<file path="config.mk">
export PLATFORM = sky130hd
export DESIGN_NAME = serial_pattern_gen
export DESIGN_NICKNAME = d
export VERILOG_FILES = /design/src/rtl/serial_pkg.sv /design/src/rtl/ones_run_tracker.sv /design/src/rtl/serial_pattern_gen.sv
export SDC_FILE = /design/constraint.sdc
export NUM_CORES = 1
export LEC_CHECK = 0
export CORE_UTILIZATION = 40
export CTS_CLUSTER_DIAMETER = 50
export DETAILED_ROUTE_END_ITERATION = 16
export GPL_TIMING_DRIVEN = 0
export HOLD_SLACK_MARGIN = 0.02
export PLACE_DENSITY = 0.63
export SETUP_SLACK_MARGIN = 0.05
export SYNTH_ARGS = -nofsm -noshare
export SYNTH_HDL_FRONTEND = slang
export SYNTH_SLANG_ARGS = --single-unit
</file>
<file path="constraint.sdc">
create_clock -name clk -period 4.9 [get_ports clk]
set_input_delay 0.98 -clock clk [delete_from_list [all_inputs] [get_ports clk]]
set_output_delay 0.98 -clock clk [all_outputs]
set_load 0.05 [all_outputs]
</file>
<file path="src/rtl/serial_pkg.sv">
// Shared definitions for the serial pattern generator and the consecutive-ones detectors.
package serial_pkg;

    typedef enum logic [1:0] {
        IDLE  = 2'b00,
        SHIFT = 2'b01,
        GAP   = 2'b10
    } state_e;

    localparam logic [1:0] RUN_MAX = 2'd3;

    // Saturating consecutive-ones update for one incoming bit.
    function automatic logic [1:0] run_next(input logic [1:0] run, input logic bit_v);
        logic [1:0] nxt;
        if (!bit_v) begin
            nxt = 2'd0;
        end else if (run == RUN_MAX) begin
            nxt = RUN_MAX;
        end else begin
            nxt = run + 2'd1;
        end
        return nxt;
    endfunction

endpackage

</file>
<file path="src/rtl/ones_run_tracker.sv">
// Saturating count of consecutive ones on a serial stream, fed with the bit about to be registered.
module ones_run_tracker
    import serial_pkg::*;
(
    input  logic       clk,
    input  logic       rstn,
    input  logic       bit_i,
    output logic [1:0] run_o,
    output logic       run_hit_o
);

    logic [1:0] run_q;
    logic [1:0] run_d;

    // Next run length from the incoming bit.
    always_comb begin
        run_d = run_next(run_q, bit_i);
    end

    // Run length register.
    always_ff @(posedge clk or negedge rstn) begin
        if (!rstn) begin
            run_q <= 2'd0;
        end else begin
            run_q <= run_d;
        end
    end

    assign run_o     = run_q;
    assign run_hit_o = (run_q == RUN_MAX);

endmodule

</file>
<file path="src/rtl/serial_pattern_gen.sv">
// MSB-first serial transmitter with valid/ready word input, programmable zero gap and ones-run tracking.
module serial_pattern_gen
    import serial_pkg::*;
#(
    parameter int WIDTH      = 8,
    parameter int GAP_CYCLES = 1
) (
    input  logic             clk,
    input  logic             rstn,
    input  logic [WIDTH-1:0] data_in,
    input  logic             valid_in,
    output logic             ready_out,
    output logic             x_out,
    output logic             busy,
    output logic             word_done,
    output logic [1:0]       ones_run,
    output logic             run_hit
);

    localparam int BW = $clog2(WIDTH);
    localparam int GW = (GAP_CYCLES > 0) ? $clog2(GAP_CYCLES + 1) : 1;
    localparam logic [BW-1:0] BIT_LAST = BW'(WIDTH - 1);
    localparam logic [GW-1:0] GAP_LAST = (GAP_CYCLES > 0) ? GW'(GAP_CYCLES - 1) : GW'(0);

    state_e            state_q, state_d;
    logic [WIDTH-1:0]  shreg_q, shreg_d;
    logic [BW-1:0]     bit_cnt_q, bit_cnt_d;
    logic [GW-1:0]     gap_cnt_q, gap_cnt_d;
    logic              x_q, x_d;
    logic              done_q, done_d;
    logic              ready_s;
    logic              accept_s;

    // Seamless mode also opens the handshake during the last bit of a word.
    assign ready_s  = (state_q == IDLE) ||
                      ((GAP_CYCLES == 0) && (state_q == SHIFT) && (bit_cnt_q == BIT_LAST));
    assign accept_s = valid_in && ready_s;

    // Next-state, shifter and counter logic.
    always_comb begin
        state_d   = state_q;
        shreg_d   = shreg_q;
        bit_cnt_d = bit_cnt_q;
        gap_cnt_d = gap_cnt_q;
        x_d       = 1'b0;
        done_d    = 1'b0;
        case (state_q)
            IDLE: begin
                if (accept_s) begin
                    shreg_d   = data_in;
                    bit_cnt_d = BW'(0);
                    x_d       = data_in[WIDTH-1];
                    state_d   = SHIFT;
                end else begin
                    state_d = IDLE;
                end
            end
            SHIFT: begin
                if (bit_cnt_q == BIT_LAST) begin
                    done_d = 1'b1;
                    if (accept_s) begin
                        shreg_d   = data_in;
                        bit_cnt_d = BW'(0);
                        x_d       = data_in[WIDTH-1];
                        state_d   = SHIFT;
                    end else if (GAP_CYCLES > 0) begin
                        gap_cnt_d = GW'(0);
                        state_d   = GAP;
                    end else begin
                        state_d = IDLE;
                    end
                end else begin
                    shreg_d   = {shreg_q[WIDTH-2:0], 1'b0};
                    bit_cnt_d = bit_cnt_q + BW'(1);
                    x_d       = shreg_q[WIDTH-2];
                end
            end
            GAP: begin
                if (gap_cnt_q == GAP_LAST) begin
                    gap_cnt_d = GW'(0);
                    state_d   = IDLE;
                end else begin
                    gap_cnt_d = gap_cnt_q + GW'(1);
                end
            end
            default: begin
                state_d = IDLE;
            end
        endcase
    end

    // State, datapath and output registers.
    always_ff @(posedge clk or negedge rstn) begin
        if (!rstn) begin
            state_q   <= IDLE;
            shreg_q   <= {WIDTH{1'b0}};
            bit_cnt_q <= BW'(0);
            gap_cnt_q <= GW'(0);
            x_q       <= 1'b0;
            done_q    <= 1'b0;
        end else begin
            state_q   <= state_d;
            shreg_q   <= shreg_d;
            bit_cnt_q <= bit_cnt_d;
            gap_cnt_q <= gap_cnt_d;
            x_q       <= x_d;
            done_q    <= done_d;
        end
    end

    ones_run_tracker u_run (
        .clk       (clk),
        .rstn      (rstn),
        .bit_i     (x_d),
        .run_o     (ones_run),
        .run_hit_o (run_hit)
    );

    assign ready_out = ready_s;
    assign x_out     = x_q;
    assign busy      = (state_q != IDLE);
    assign word_done = done_q;

endmodule

</file>
After elaboration in Yosys (flattened, before gate mapping). Index checks and enable logic that the tools add are counted.

Latch bits: 0. Bits in writable memories: 0. Bits in read-only memories: 0. Word-level logic and storage cells: 46. Register bits: 18. Output and inout bits: 7. Memories kept: 0. Bits of input ports: 11.

Div/mod/pow operators: 0. Reductions and logical operators: 7. Shift operators: 0. Equal/unequal tests: 7. Add/sub/neg operators: 3. Mux-type cells: 22. $lt $le $gt $ge: 0. Bitwise logic cells: 0. Multiply operators: 0.

Operators with widths (number): 2-to-1 mux 8 bit (2); case mux 8 bit (2 select lines) (1); 2-to-1 mux 2 bit (5); 2-to-1 mux 1 bit (8); 2-to-1 mux 3 bit (2); != test 2 bit, second input constant (3); case mux 2 bit (3 select lines) (1); case mux 3 bit (2 select lines) (1); nonzero test 2 bit (3); == test 2 bit, second input constant (2); case mux 1 bit (2 select lines) (2); adder 3 x 1 -> 3 bit, second input constant (1); == test 3 bit, second input constant (1); AND reduction 3 bit (1); adder 2 x 1 -> 2 bit, second input constant (1); == test 2 x 1 -> 1 bit, second input constant (1); zero test 2 bit (1); AND reduction 2 bit (1); adder 1 bit, second input constant (1); logical AND 1 bit (1).

Depth between registers and ports, before layout. Gate-level depths: netlist of the first run.

Word-level depth: 6. Gate-level depth with buffers: 7.

Cells and area by module. A second synthesis of the first run with hierarchy kept.

Cells, all modules: 51. Area, all modules: 695.7 µm².

By module, submodules not included: serial_pattern_gen (area each 619.3 µm², times used 1, cells each 45, seq. area each 350.3 µm²); ones_run_tracker (area each 76.3 µm², times used 1, cells each 6, seq. area each 50.0 µm²).

Worst setup path before layout of the first run. OpenSTA, ideal clock, no wires.

Path type: reg-to-output. From: register state_q[0]. To: output port busy. Stages on the path, launching flop included: 4. Arrival: 1.699 ns. Slack: 2.221 ns. Path buffers: 1. Cells stage by stage: dfrtp_1 buf_2 nor2_1 inv_1.

Word-level cells in the longest chain between the ends: 1.

RTL lines: from (decl) (line serial_pattern_gen.sv:25) `state_e state_q, state_d;`; from (signal assigned) (line serial_pattern_gen.sv:102) `state_q <= state_d;`; nonzero test 2 bit (line serial_pattern_gen.sv:121) `assign busy = (state_q != IDLE);`; to (decl) (line serial_pattern_gen.sv:14) `output logic busy,`.

No other way between the ends.

Worst setup path in the final report of the first run.
From: register state_q[0]. To: output port ready_out.

Word-level cells in the longest chain between the ends: 1.

RTL lines: zero test 2 bit (line serial_pattern_gen.sv:35) `assign ready_s = (state_q == IDLE) ||`; to (decl) (line serial_pattern_gen.sv:12) `output logic ready_out,`.

No other way between the ends.

==> out/qor.txt, run 1 <==
outcome -> finished, final reports clean
end-of-flow core utilization -> 56.70%
arrival time reported for the critical path endpoint -> 1.86 ns
Worst setup SP type -> register
class of the most critical setup path -> register to output port
number of buffers on the longest clock path -> 2
wire length after detailed routing -> 1.328 mm
vias in the first global route -> 534
top cell type's share of synthesized area -> 53.24%
Yosys warning total -> 0
Fin Setup TNS -> 0 ns
starting density of the core -> 43.08%
portion of the post-synthesis area used by sequential elements -> 53.24%
net count reported at finish -> 107
Max Transition Viols Final -> 0
normalized max-slew margin -> 53.25%
number of stages on the worst hold path -> 1
synthesized area per cell -> 10.44 um2
total power after layout -> 636.6 uW
clock root cell -> clkbuf_4
number of cell instances on the worst register-to-register path -> 7
post-synth design cell area -> 752.0 um2
RePlAce Congestion -> 0.7062
count of unresolved DRC violations after routing -> 0
count of cell types in the netlist -> 21
leakage power figure -> 0.4633 nW
number of levels the H-tree was split into -> 1
class of the tightest hold or removal check -> register to register
number of I/O port buffers -> 17
final critical-path required period -> 2.839 ns
n_diodes -> 0
cell accounting for the most synthesized area -> dfrtp_1
Post-Layout Cell Count -> 118
source-to-sink clock delay at the later pin of the worst-skew pair -> 0.28 ns
DIE WIDTH -> 45.36 um
count of routing violations after the opening detailed-route iteration -> 2
DP HPWL -> 953.7 um
cell count after synthesis -> 72
synth-to-layout area growth -> 31.61%
share of layout cells above drive strength 1 -> 10.75%
total track usage -> 16.33%
hold buffer count at cts -> 0
average detailed-routed wire length per instance -> 11.25 um
total number of clock tree sinks -> 16
final worst clock skew -> 0.004847 ns
area of the die -> 2058 um2
Critical Path Sink Type -> output port
CTS tree -> yes
std cell rows -> 15
number of routed nets with antenna violations -> 0
critical path fanouts, max -> 10
CTS buffer count -> 3
max_cap viols -> 0
antenna violations before repair -> 0
Worst Max-Slew Pin Slew -> 0.6991 ns
number of detailed-routing iterations run before antenna repair -> 4
global-route wire length before repair -> 2.297 mm
setup violators final -> 0
upper clock frequency limit -> 352.3 MHz
clk slew on worst S/H paths -> 0.09 ns
largest net degree at the start of global routing -> 17
total congestion overflow -> 0
vias post-DR -> 587
via count normalized by instance count -> 4.975
final hold vios -> 0
power density over cell area -> 643.2 nW/um2
flop and latch count out of synthesis -> 16
fin crit share -> 57.94%
setup repair after global routing missed its margin -> false
setup bufs post-CTS -> 0
DP Cell Count -> 114
required time of the critical path -> 3.92 ns
top cells by area in the synthesized netlist -> dfrtp_1 53%, a22o_1 5.8%, o22ai_1 5.8%
number of gates resized after cts -> 0
net count of the mapped netlist -> 85
number of I/O pins -> 18
VDD IR-drop max -> 0.3167 mV
die extent in y -> 45.36 um
core area -> 1745 um2
[cell usage after synthesis, drive strengths merged]
master,n
o22a,1
nand2b,2
a21boi,1
ha,2
a21oi,8
and2,1
inv,10
a21o,1
nand3b,2
o21a,1
nor2,4
buf,4
clkbuf,1
mux2,1
a22o,5
o21bai,1
nand2,2
o22ai,7
dfrtp,16
or3b,2
[sequential cells by signal (all words and copies together), names as in the netlist]
signal	cells
u_run.run_o	2
x_out	1
state_q	2
word_done	1
shreg_q	7
bit_cnt_q	3
[critical path, cell delays in order, from the launching register on]
cell and delay (ns):
dfrtp_1 0.41, buf_2 0.19, nor2_1 0.15, clkdlybuf4s50_1 0.82
[report_power, final]
part / internal, mW / switching [mW]
clock: 0.0452 / 0.0395
sequential: 0.189 / 0.0340
combinational: 0.144 / 0.185
[cell type report]
type | instances | area [um2]
repair buffers | 17 | 170.2
multi-input cells | 41 | 277.8
clock buffers | 4 | 36.28
fillers | 158 | 755.7
well taps | 25 | 31.28
inverters | 10 | 37.54
flip-flops and latches | 16 | 400.4
plain buffers | 5 | 36.28
[through the flow]
stage / instance area, um2 / hold WS, ns / setup slack [ns]
2_1_floorplan: 752.0 / 0.4911 / 2.221
3_3_place_gp: 953.4 / 0.4815 / 2.399
3_5_place_dp: 953.4 / 0.4832 / 2.374
4_1_cts: 989.7 / 0.4971 / 2.040
5_1_grt: 989.7 / 0.5215 / 1.975
6_report: 989.7 / 0.4906 / 2.061
[worst paths after layout]
path / startpoint / to / slack (ns)
max reg2reg: bit_cnt_q[0] / shreg_q[6] / 3.11
min: u_run.run_o[0] / u_run.run_o[0] / 0.49
max in group asynchronous: rstn / bit_cnt_q[0] / 3.35
max: state_q[0] / ready_out / 2.06
min in group asynchronous: rstn / shreg_q[4] / 1.11
min reg2reg: u_run.run_o[0] / u_run.run_o[0] / 0.49
[cell families (layout without fill, tap and decap cells)]
| logic type | count (synthesis) | after routing | synth area share [%] |
|---|---|---|---|
| and+or+nand+nor | 13 | 13 | 9.817 |
| adders and majority gates | 2 | 2 | 3.327 |
| AOI/OAI and AO/OA | 25 | 25 | 22.30 |
| DFF | 16 | 16 | 53.24 |
| muxes | 1 | 1 | 1.497 |
| buffers and inverters | 15 | 36 | 9.817 |
[layer usage]
metal	global-route usage (%)	share of wire (%)	up-vias
li1	-	-	291
met1	20.36	49	281
met2	25.22	45	13
met3	6.000	4.3	2
met4	7.273	0.90	0
met5	0	0	-
[layout by cell type (no fill, tap or decap)]
cell type / count
ha_1: 2
buf_6: 2
a22o_1: 5
clkbuf_8: 1
clkdlybuf4s50_1: 17
nor2_1: 4
o22ai_1: 7
a21boi_1: 1
nand3b_1: 2
and2_1: 1
a21oi_1: 8
mux2_2: 1
a21o_1: 1
nand2_1: 2
dfrtp_1: 16
clkbuf_4: 3
inv_1: 10
o22a_2: 1
or3b_1: 2
buf_2: 2
nand2b_1: 2
o21bai_1: 1
clkbuf_1: 1
o21a_1: 1
Note: power is estimated with default switching activity, not from simulation.
==> run 2: changes to the inputs <==
Clock period 4.9 ns to 2.62 ns, I/O delays scaled along.
==> results of run 2 <==
Same layout as run 1 (identical final DEF). Status: finished, final reports clean.
Main changes from that run: setup slack after placement 2.374 ns -> 0.5496 ns; setup slack after layout 2.061 ns -> 0.2371 ns; register-to-register setup slack 3.11 ns -> 0.83 ns; total power 0.6366 mW -> 1.191 mW; worst IR drop on VDD 0.3167 mV -> 0.5923 mV
==> run 3: changes to the inputs <==
Settings changed: CTS_CLUSTER_DIAMETER 50 to unset.
Clock period 2.62 ns to 2.6 ns, I/O delays scaled along.
==> results of run 3 <==
Same layout as run 1 (identical final DEF). Status: finished, final reports clean.
Main changes from that run: setup slack after placement 2.374 ns -> 0.5336 ns; setup slack after layout 2.061 ns -> 0.2211 ns; register-to-register setup slack 3.11 ns -> 0.81 ns; total power 0.6366 mW -> 1.200 mW; worst IR drop on VDD 0.3167 mV -> 0.5968 mV
